`config.mk`:
```
export PLATFORM = sky130hd
export DESIGN_NAME = mem_port_arbiter
export DESIGN_NICKNAME = d
export VERILOG_FILES = /design/src/rtl/mem_port_arbiter.sv
export SDC_FILE = /design/constraint.sdc
export NUM_CORES = 1
export LEC_CHECK = 0
export CORE_MARGIN = 2
export CORE_UTILIZATION = 40
export CTS_CLUSTER_SIZE = 24
export DETAILED_ROUTE_END_ITERATION = 8
export PLACE_DENSITY = 0.81
export RECOVER_POWER = 100
export SLEW_MARGIN = 20
export SYNTH_ARGS = -nofsm -noshare
export SYNTH_HDL_FRONTEND = slang
export SYNTH_SLANG_ARGS = --single-unit
```
`constraint.sdc`:
```
create_clock -name clk -period 4 [get_ports clk]
set_input_delay 0.6 -clock clk [delete_from_list [all_inputs] [get_ports clk]]
set_output_delay 0.6 -clock clk [all_outputs]
set_load 0.05 [all_outputs]
```
`src/rtl/mem_port_arbiter.sv`:
```
// ---------------------------------------------------------------------------
// mem_port_arbiter
//
// Shares one single-ported memory bus between two requesters:
//   m0 - core fetch/load/store
//   m1 - program loader / debug
// One transaction is in flight at a time. The arbiter picks a winner in
// IDLE, presents the access to memory for one ISSUE cycle, waits out the
// memory's fixed read latency (reads only) and returns a one-cycle
// response strobe to the winner in RESP. Every output is a flop.
//
// Parameters
//   ADDR_W         address width
//   DATA_W         data width
//   MEM_LATENCY    cycles from the issue cycle to valid mem_rdata_i (1..15)
//   PRIORITY_MODE  0 = round-robin, 1 = fixed priority (m0 wins ties)
//
// Ports
//   clk            clock, rising edge
//   resetn         synchronous active-low reset
//   mN_req_i       request from requester N; held stable until mN_gnt_o
//   mN_we_i        1 = write, 0 = read
//   mN_addr_i      request address
//   mN_wdata_i     request write data
//   mN_gnt_o       one-cycle pulse, request accepted (ISSUE cycle)
//   mN_rvalid_o    one-cycle pulse, read data valid / write done (RESP)
//   mN_rdata_o     read data, valid with mN_rvalid_o, otherwise held
//   mem_addr_o     memory address, held outside an access
//   mem_wdata_o    memory write data
//   mem_we_o       memory write enable, high only in ISSUE of a write
//   mem_rdata_i    memory read data, valid MEM_LATENCY cycles after ISSUE
//   busy_o         high whenever the arbiter is not IDLE
// ---------------------------------------------------------------------------
module mem_port_arbiter #(
    parameter int ADDR_W        = 32,
    parameter int DATA_W        = 32,
    parameter int MEM_LATENCY   = 1,
    parameter int PRIORITY_MODE = 0
) (
    input  logic              clk,
    input  logic              resetn,

    input  logic              m0_req_i,
    input  logic              m0_we_i,
    input  logic [ADDR_W-1:0] m0_addr_i,
    input  logic [DATA_W-1:0] m0_wdata_i,
    output logic              m0_gnt_o,
    output logic              m0_rvalid_o,
    output logic [DATA_W-1:0] m0_rdata_o,

    input  logic              m1_req_i,
    input  logic              m1_we_i,
    input  logic [ADDR_W-1:0] m1_addr_i,
    input  logic [DATA_W-1:0] m1_wdata_i,
    output logic              m1_gnt_o,
    output logic              m1_rvalid_o,
    output logic [DATA_W-1:0] m1_rdata_o,

    output logic [ADDR_W-1:0] mem_addr_o,
    output logic [DATA_W-1:0] mem_wdata_o,
    output logic              mem_we_o,
    input  logic [DATA_W-1:0] mem_rdata_i,

    output logic              busy_o
);

    // The latency counter is 4 bits wide, so only 1..15 can be honoured.
    if (MEM_LATENCY < 1 || MEM_LATENCY > 15) begin : g_bad_latency
        $error("mem_port_arbiter: MEM_LATENCY=%0d outside 1..15", MEM_LATENCY);
    end

    localparam logic [1:0] STATE_IDLE  = 2'd0;
    localparam logic [1:0] STATE_ISSUE = 2'd1;
    localparam logic [1:0] STATE_WAIT  = 2'd2;
    localparam logic [1:0] STATE_RESP  = 2'd3;

    localparam logic [3:0] LAT_INIT = 4'(MEM_LATENCY);

    // Requester ids: 0 = m0, 1 = m1.
    logic [1:0]        state_q,     state_d;
    logic              last_gnt_q,  last_gnt_d;
    logic              id_q,        id_d;
    logic              we_q,        we_d;
    logic [3:0]        cnt_q,       cnt_d;

    logic              m0_gnt_q,    m0_gnt_d;
    logic              m1_gnt_q,    m1_gnt_d;
    logic              m0_rvalid_q, m0_rvalid_d;
    logic              m1_rvalid_q, m1_rvalid_d;
    logic [DATA_W-1:0] m0_rdata_q,  m0_rdata_d;
    logic [DATA_W-1:0] m1_rdata_q,  m1_rdata_d;
    logic [ADDR_W-1:0] mem_addr_q,  mem_addr_d;
    logic [DATA_W-1:0] mem_wdata_q, mem_wdata_d;
    logic              mem_we_q,    mem_we_d;
    logic              busy_q,      busy_d;

    // m1 wins when it asks alone, or on a tie in round-robin mode when m0
    // held the previous grant. In fixed-priority mode m0 always wins ties.
    logic win_m1;
    always_comb begin
        if (PRIORITY_MODE == 0) begin
            win_m1 = m1_req_i && (!m0_req_i || !last_gnt_q);
        end else begin
            win_m1 = m1_req_i && !m0_req_i;
        end
    end

    // NOTE: every signal assigned here gets a default first, so no path
    // leaves one unassigned and no latch is inferred.
    always_comb begin
        state_d     = state_q;
        last_gnt_d  = last_gnt_q;
        id_d        = id_q;
        we_d        = we_q;
        cnt_d       = cnt_q;
        m0_gnt_d    = 1'b0;
        m1_gnt_d    = 1'b0;
        m0_rvalid_d = 1'b0;
        m1_rvalid_d = 1'b0;
        m0_rdata_d  = m0_rdata_q;
        m1_rdata_d  = m1_rdata_q;
        mem_addr_d  = mem_addr_q;
        mem_wdata_d = mem_wdata_q;
        mem_we_d    = 1'b0;

        case (state_q)
            STATE_IDLE: begin
                if (m0_req_i || m1_req_i) begin
                    // Latching straight into the bus flops makes the access
                    // visible on the bus during the ISSUE cycle itself.
                    id_d        = win_m1;
                    last_gnt_d  = win_m1;
                    we_d        = win_m1 ? m1_we_i    : m0_we_i;
                    mem_addr_d  = win_m1 ? m1_addr_i  : m0_addr_i;
                    mem_wdata_d = win_m1 ? m1_wdata_i : m0_wdata_i;
                    mem_we_d    = win_m1 ? m1_we_i    : m0_we_i;
                    m0_gnt_d    = !win_m1;
                    m1_gnt_d    = win_m1;
                    state_d     = STATE_ISSUE;
                end
            end

            STATE_ISSUE: begin
                cnt_d = LAT_INIT;
                if (we_q) begin
                    // A write is complete once mem_we has been seen; the
                    // response goes out next cycle with rdata untouched.
                    m0_rvalid_d = !id_q;
                    m1_rvalid_d = id_q;
                    state_d     = STATE_RESP;
                end else begin
                    state_d = STATE_WAIT;
                end
            end

            STATE_WAIT: begin
                cnt_d = cnt_q - 4'd1;
                if (cnt_q == 4'd1) begin
                    // mem_rdata_i is valid in this cycle; capture it into the
                    // winner's output flop so it appears together with rvalid.
                    if (id_q) begin
                        m1_rdata_d  = mem_rdata_i;
                        m1_rvalid_d = 1'b1;
                    end else begin
                        m0_rdata_d  = mem_rdata_i;
                        m0_rvalid_d = 1'b1;
                    end
                    state_d = STATE_RESP;
                end
            end

            STATE_RESP: begin
                state_d = STATE_IDLE;
            end

            default: begin
                state_d = STATE_IDLE;
            end
        endcase

        busy_d = (state_d != STATE_IDLE);
    end

    // NOTE: state is updated with non-blocking assignments so every flop
    // samples the pre-edge values regardless of statement order.
    always_ff @(posedge clk) begin
        if (!resetn) begin
            state_q     <= STATE_IDLE;
            last_gnt_q  <= 1'b1;          // m0 wins the first tie
            id_q        <= 1'b0;
            we_q        <= 1'b0;
            cnt_q       <= '0;
            m0_gnt_q    <= 1'b0;
            m1_gnt_q    <= 1'b0;
            m0_rvalid_q <= 1'b0;
            m1_rvalid_q <= 1'b0;
            m0_rdata_q  <= '0;
            m1_rdata_q  <= '0;
            mem_addr_q  <= '0;
            mem_wdata_q <= '0;
            mem_we_q    <= 1'b0;
            busy_q      <= 1'b0;
        end else begin
            state_q     <= state_d;
            last_gnt_q  <= last_gnt_d;
            id_q        <= id_d;
            we_q        <= we_d;
            cnt_q       <= cnt_d;
            m0_gnt_q    <= m0_gnt_d;
            m1_gnt_q    <= m1_gnt_d;
            m0_rvalid_q <= m0_rvalid_d;
            m1_rvalid_q <= m1_rvalid_d;
            m0_rdata_q  <= m0_rdata_d;
            m1_rdata_q  <= m1_rdata_d;
            mem_addr_q  <= mem_addr_d;
            mem_wdata_q <= mem_wdata_d;
            mem_we_q    <= mem_we_d;
            busy_q      <= busy_d;
        end
    end

    assign m0_gnt_o    = m0_gnt_q;
    assign m1_gnt_o    = m1_gnt_q;
    assign m0_rvalid_o = m0_rvalid_q;
    assign m1_rvalid_o = m1_rvalid_q;
    assign m0_rdata_o  = m0_rdata_q;
    assign m1_rdata_o  = m1_rdata_q;
    assign mem_addr_o  = mem_addr_q;
    assign mem_wdata_o = mem_wdata_q;
    assign mem_we_o    = mem_we_q;
    assign busy_o      = busy_q;

endmodule

```
# Word-level counts from Yosys, hierarchy flattened
# Cells that the tools add are included.
[op_classes] reduce_logical=14 bitwise_logic=1 add_sub_neg=1 n_eq_ne=4 muxes=16
[ops] cell="$mux 32" n=2
[ops] cell="$reduce_and 3->1" n=3
[ops] cell="$mux 1" n=8
[ops] cell="$pmux 2 s4" n=1
[ops] cell="$pmux 4 s2" n=1
[ops] cell="$eq 2x2->1 const B" n=2
[ops] cell="$eq 4x1->1 const B" n=1
[ops] cell="$logic_not 1->1" n=4
[ops] cell="$mux 2" n=2
[ops] cell="$pmux 1 s2" n=2
[ops] cell="$reduce_bool 2->1" n=2
[ops] cell="$sub 4x1->4 const B" n=1
[ops] cell="$eq 2x1->1 const B" n=1
[ops] cell="$logic_not 2->1" n=1
[ops] cell="$logic_or 1x1->1" n=2
[ops] cell="$reduce_and 2->1" n=1
[ops] cell="$logic_and 1x1->1" n=1
[ops] cell="$not 1->1" n=1
[totals] out_inout_bits=134 register_bits=143 word_cells=51 in_bits=166

# Depth between registers and ports, before layout
# Gate-level depths: netlist of run 1.
[logic_depth] ltp_word=4 mapped_depth=8 mapped_depth_nobuf=5

# Least setup slack after synthesis of run 1
# OpenSTA, ideal clock, no wires.
[synth_path] path_kind="input to register" start="in resetn" end="reg mem_addr_q[0], in the netlist mem_addr_o[0]" setup_slack_ps=2250 n_path_buf=4 setup_time_ps=122 stages=6 t_required_ps=3878 t_arrival_ps=1628 cell_sequence="buf_2 -> and4_1 -> clkbuf_1 -> buf_6 -> buf_6 -> a221o_1"
[synth_lines] item="start: declaration" line="41" text="input logic resetn,"
[synth_lines] item="end signal: assignment" line="215" text="mem_addr_q <= mem_addr_d;"
[synth_lines] item="end: declaration" line="92" text="logic [ADDR_W-1:0] mem_addr_q, mem_addr_d;"

# Worst setup path after layout of run 1
[layout_path] start="reg state_q[0]" end="reg m0_rdata_q[21], in the netlist m0_rdata_o[21]"
[layout_via] elab_chain_len=2
[layout_rtl] item="start: declaration" line="80" text="logic [1:0] state_q, state_d;"
[layout_rtl] item="start signal: assignment" line="204" text="state_q <= state_d;"
[layout_rtl] item="$eq 2x2->1" line="126" text="case (state_q)"
[layout_rtl] item="$reduce_and 3->1 (no line)"
[layout_rtl] item="end signal: assignment" line="213" text="m0_rdata_q <= m0_rdata_d;"
[layout_rtl] item="end: declaration" line="90" text="logic [DATA_W-1:0] m0_rdata_q, m0_rdata_d;"
# No other way between the ends.
# A chain may end at the register's enable or synchronous reset.

==> impl_metrics.toml, run 1 <==
[placement]
dpl.hpwl_um = 13510
numPortBuffers = 299
dpl_worst_slack_ns = 1.233
post_dp_cell_area_um2 = 8569
gp_congestion = 0.8770
dp_cells = 969

[logic_synthesis]
syn_area_um2 = 5508
synth_top_area_share_pct = 51.98
avgSynthCellArea_um2 = 10.28
synth_flop_cell = "dfxtp_1"
synthArstFlopShare_pct = 0
synth.top_cells.by_count = "143 x dfxtp_1, 104 x nand2_1, 65 x a221o_1, 65 x and3_1, 64 x mux2i_1"
synth-edff-count = 0
syn_nets = 707
synth-seq-cells = 143
yosysWarnings = 0
synth_area_leaders = "dfxtp_1 52%, a221o_1 12%, mux2i_1 12%, and3_1 7.4%, nand2_1 7.1%"
syn_inst = 536
synth.most_common_cell = "dfxtp_1"
synth_seq_area_share_pct = 51.98
yosysTopAreaCell = "dfxtp_1"
synth_cell_types = 35

[worst_hold_path]
hold_depth = 2
hold_path.class = "flip-flop to flip-flop"
min_to = "m0_rdata_o[13]$_SDFFE_PN0P_"
hold_start = "m0_rdata_o[13]$_SDFFE_PN0P_"

[floorplan]
die_w_um = 121.3
start_util_pct = 41.26
dieHeight_um = 121.3
rows = 42
io_pins = 300
die-area_um2 = 14720
core_um2 = 13350

[route]
vias = 5291
vias_per_cell = 5.291
drc = 0
first_pass_iters = 5
ant_nets = 0
wl_per_cell_um = 18.97
drt_first_iter_violations = 358
wl_um = 18970

[pwr]
worst_ir_drop_vdd_v = 0.0003979
p_per_area_nw_per_um2 = 587.7
leakage_nw = 4.270

[timing]
tns_ns = 0
hold_viol = 0
skew_ns = 0.01055
setup_slack_ns = 0.9237
setup_viol = 0
clock.fmax_mhz = 325.1
max-slew-margin-rel_pct = -28.18
tightest_slew_ns = 1.918
rsz0062_at_grt = "false"
maxSlewViolCount = 104
layout_min_cycle_time_ns = 3.076
fin_crit_sh_pct = 76.91

[critical_path]
worst_path_max_delay_cell = "nor2b_2"
slowest_delay_ns = 1.21
critPathLaunchType = "flip-flop"
crit_arrival_ns = 3.42
worst-r2r-setup-slack_ns = 0.92
worstPathRequired_ns = 4.34
crit_fanout = 21
reg2regPathDepth = 6
crit_chain = "inv_1 -> ha_1 -> and4bb_1 -> nor2b_2 -> clkbuf_1 -> mux2i_1"
critPathKind = "flip-flop to flip-flop"
r2r-end = "m0_rdata_o[21]$_SDFFE_PN0P_"
reg2reg_from = "state_q[0]$_SDFF_PN0_"
cp-end-kind = "flip-flop"

[grt]
grt_max_degree = 97
first_global_vias = 5291
grt_pass1_wl_um = 28350
grt_overflow = 0
antenna_found_initial = 0
grt_util_all_layers_pct = 25.13

[run]
drv_cap = 3

[outcome]
status = "finished, violations left"
failed_checks = "capacitance limit, slew limit"

[final_layout]
fillers = 1016
regArea_um2 = 2863
layout.cells.non_filler = 1000
drive_above_1_share_pct = 4.733
n_antenna_cell = 0
post-route-cell-area_um2 = 9123
syn_to_final_growth_pct = 65.63
layout.nets = 983
multiInputGateArea_um2 = 2405

[cts]
tritoncts = "built"
clk_path_buf_depth = 2
cts_buffers = 17
postCtsHoldBufs = 0
clkSinkCount = 143
htreeDepth = 4
clk_pin_slew_ns = 0.05
cts_root_buf = "clkbuf_16"
insertion_delay_ns = 0.42
cts_resized = 0
cts_setup_buffers = 0
-- layout make-up --
cell class              instances  share of cell area (%)
clock buffers                  26                   5.692
clock inverters                 5                  0.5761
inverters                       6                  0.2469
multi-input cells             337                   26.36
flip-flops and latches        143                   31.38
well taps                     176                   2.414
repair buffers                307                   33.33
-- how the worst max path moves through the flow --
stage / from / to / slack (ns)
finish: state_q[0]$_SDFF_PN0_ / m0_rdata_o[21]$_SDFFE_PN0P_ / 0.92
global route: state_q[0]$_SDFF_PN0_ / m0_rdata_o[27]$_SDFFE_PN0P_ / 0.77
CTS: state_q[0]$_SDFF_PN0_ / m0_rdata_o[12]$_SDFFE_PN0P_ / 1.55
detailed placement: m1_req_i / mem_addr_o[15]$_SDFFE_PN0P_ / 1.23
global placement: m1_req_i / mem_addr_o[10]$_SDFFE_PN0P_ / 1.33
floorplan: resetn / mem_addr_o[0]$_SDFFE_PN0P_ / 2.25
-- routing by layer --
layer  global-route usage [%]  wire [um]
met1                    27.83       7333
met2                    43.05       9557
met3                    9.070       1478
met4                    11.35        598
met5                        0          0
-- logic make-up (layout without fill, tap and decap cells) --
logic type	Yosys count	after routing	share of synthesized area, %
compound gates	85	85	14.20
flops	143	143	51.98
fa+ha+maj	5	5	1.136
mux	64	64	11.63
buf+inv	56	344	4.816
simple gates	183	183	16.24
-- power breakdown --
| part | internal (mW) | leakage, nW | switching (mW) | total (mW) |
|---|---|---|---|---|
| registers | 1.68 | 1.17 | 0.144 | 1.82 |
| logic | 0.713 | 2.82 | 1.32 | 2.03 |
| clock network | 0.948 | 0.282 | 0.562 | 1.51 |
| total | 3.34 | 4.27 | 2.02 | 5.36 |
-- stage by stage --
step / hold slack (ns) / power [mW] / util (%)
2_1_floorplan: 0.4684 / 3.152 / -
3_3_place_gp: 0.4432 / 3.883 / 64.20
3_5_place_dp: 0.4476 / 3.934 / 64.20
4_1_cts: 0.4571 / 5.466 / 68.49
5_1_grt: 0.4683 / 5.569 / 68.34
6_report: 0.4490 / 5.361 / 68.34
-- layout by cell type (no fill, tap or decap), types with 6 or more instances in the layout --
master           instances
and3_1                  65
dlygate4sd3_1          134
clkdlybuf4s50_1        164
nand2_1                104
a221o_1                 65
buf_4                    6
dfxtp_1                143
clkbuf_16               17
inv_1                    6
mux2i_1                 64
clkbuf_8                 6
-- critical path: cells and delay by family (launching register included) --
kind | cells | cell delay, ns
and+or+nand+nor | 2 | 1.54
DFF | 1 | 0.35
adders and majority gates | 1 | 0.34
buffers and inverters | 2 | 0.54
muxes | 1 | 0.23
-- state kept, by name, summed over array words and instances, names as in the netlist --
signal       cells
m0_rvalid_o      1
busy_o           1
m1_gnt_o         1
m1_rdata_o      32
cnt_q            4
state_q          2
mem_addr_o      32
mem_we_o         1
last_gnt_q       1
m0_gnt_o         1
id_q             1
m0_rdata_o      32
m1_rvalid_o      1
mem_wdata_o     32
we_q             1
Power figures use the tool's default switching activity.
==> run 2, diff against run 1 <==
CORE_UTILIZATION = 35   (was 40)
PLACE_DENSITY = 0.75   (was 0.81)
clock period = 2.83 ns   (was 4 ns; I/O delays follow)
==> run 2 against run 1 <==
The run now ends clean. Clock power is 41% higher. Global-route usage is 2.3 points lower. Worst setup slack worse by 0.45 ns. First-iteration DRC count is 2.0% higher. Fmax is 31% higher. Non-clock buffer count stayed put. Combinational power is 41% higher. Routed wire length is 2.5% higher. Cell area is 0.81% higher.
==> impl_metrics.toml, run 2 (synthesis results as in run 1) <==
[timing]
maxSlewViolCount = 0
rsz0062_at_grt = "false"
setup_viol = 0
layout_min_cycle_time_ns = 2.356
skew_ns = 0.007493
setup_slack_ns = 0.4743
whs_ns = 0.4538
max-slew-margin-rel_pct = 54.97
fin_crit_sh_pct = 83.24
tightest_slew_ns = 0.6755
clock.fmax_mhz = 424.5
hold_viol = 0
tns_ns = 0

[floorplan]
rows = 45
io_pins = 300
start_util_pct = 35.96
dieHeight_um = 129.4
die_w_um = 129.4
die-area_um2 = 16760
core_um2 = 15310

[placement]
dpl.hpwl_um = 13930
post_dp_cell_area_um2 = 8651
gp_congestion = 0.8893
dp_cells = 1004
numPortBuffers = 299
dpl_worst_slack_ns = 0.6101

[route]
vias_per_cell = 5.072
ant_nets = 0
vias = 5250
drt_first_iter_violations = 365
wl_um = 19440
wl_per_cell_um = 18.78
drc = 0
first_pass_iters = 5

[final_layout]
post-route-cell-area_um2 = 9196
drive_above_1_share_pct = 4.617
mostFrequentLayoutCell = "clkdlybuf4s50_1"
syn_to_final_growth_pct = 66.97
layout.cells.non_filler = 1035
final_util_pct = 60.05
fillers = 1299
layout.nets = 983
regArea_um2 = 2863
multiInputGateArea_um2 = 2405
layout_common_cells = "164 x clkdlybuf4s50_1, 143 x dfxtp_1, 134 x dlygate4sd3_1"

[cts]
cts_root_buf = "clkbuf_16"
clk_pin_slew_ns = 0.06
cts_resized = 0
htreeDepth = 4
tritoncts = "built"
clk_path_buf_depth = 2
cts_setup_buffers = 0
clkSinkCount = 143
cts_buffers = 17
insertion_delay_ns = 0.41
postCtsHoldBufs = 0

[grt]
grt_max_degree = 84
grt_pass1_wl_um = 29200
grt_util_all_layers_pct = 22.80
antenna_found_initial = 0
first_global_vias = 5423
grt_overflow = 0

[critical_path]
critPathLaunchType = "flip-flop"
cp-end-kind = "flip-flop"
worstPathRequired_ns = 3.17
crit_arrival_ns = 2.70
critPathKind = "flip-flop to flip-flop"
crit_fanout = 17

[pwr]
finalPower_mw = 7.573
worst_ir_drop_vdd_v = 0.0007585
p_per_area_nw_per_um2 = 823.5
leakage_nw = 4.275

[worst_hold_path]
hold_path.class = "flip-flop to flip-flop"

[run]
drv_cap = 0

[outcome]
status = "completed"
run 2: power breakdown:
| part | leakage [nW] | switching, mW | internal [mW] |
|---|---|---|---|
| logic | 2.84 | 1.85 | 1.01 |
| registers | 1.17 | 0.207 | 2.37 |
| clock network | 0.273 | 0.805 | 1.33 |
| total | 4.27 | 2.86 | 4.71 |
run 2: worst max-delay path: stages (launching register included):
cell	delay (ns)
dfxtp_1	0.34
inv_1	0.10
ha_1	0.37
and4_1	0.71
clkbuf_1	0.51
a221o_1	0.26
run 2: final cells by class:
cell class,instances,area share (%)
inverter,6,0.2449
tap,211,2.871
timing repair buffer,307,33.54
multi-input combinational,337,26.15
antenna,1,0.02721
clock inverter,7,0.9524
clock buffer,23,5.088
sequential,143,31.13
run 2: final timing paths:
| check | from | end | slack [ns] | cells past startpoint |
|---|---|---|---|---|
| worst max register to register | state_q[0]$_SDFF_PN0_ | mem_addr_o[15]$_SDFFE_PN0P_ | 0.47 | 5 |
| worst max-delay path | state_q[0]$_SDFF_PN0_ | mem_addr_o[15]$_SDFFE_PN0P_ | 0.47 | 5 |
| worst min register to register | m1_rdata_o[20]$_SDFFE_PN0P_ | m1_rdata_o[20]$_SDFFE_PN0P_ | 0.45 | 2 |
| worst min-delay path | m1_rdata_o[20]$_SDFFE_PN0P_ | m1_rdata_o[20]$_SDFFE_PN0P_ | 0.45 | 2 |
run 2: per-layer routing:
layer / GRT usage [%] / vias to the layer above / wire (um)
met3: 7.308 / 39 / 1250
met1: 27.21 / 2512 / 8080
li1: - / 2508 / -
met5: 0 / - / 0
met2: 37.43 / 191 / 9394
met4: 10.69 / 0 / 711
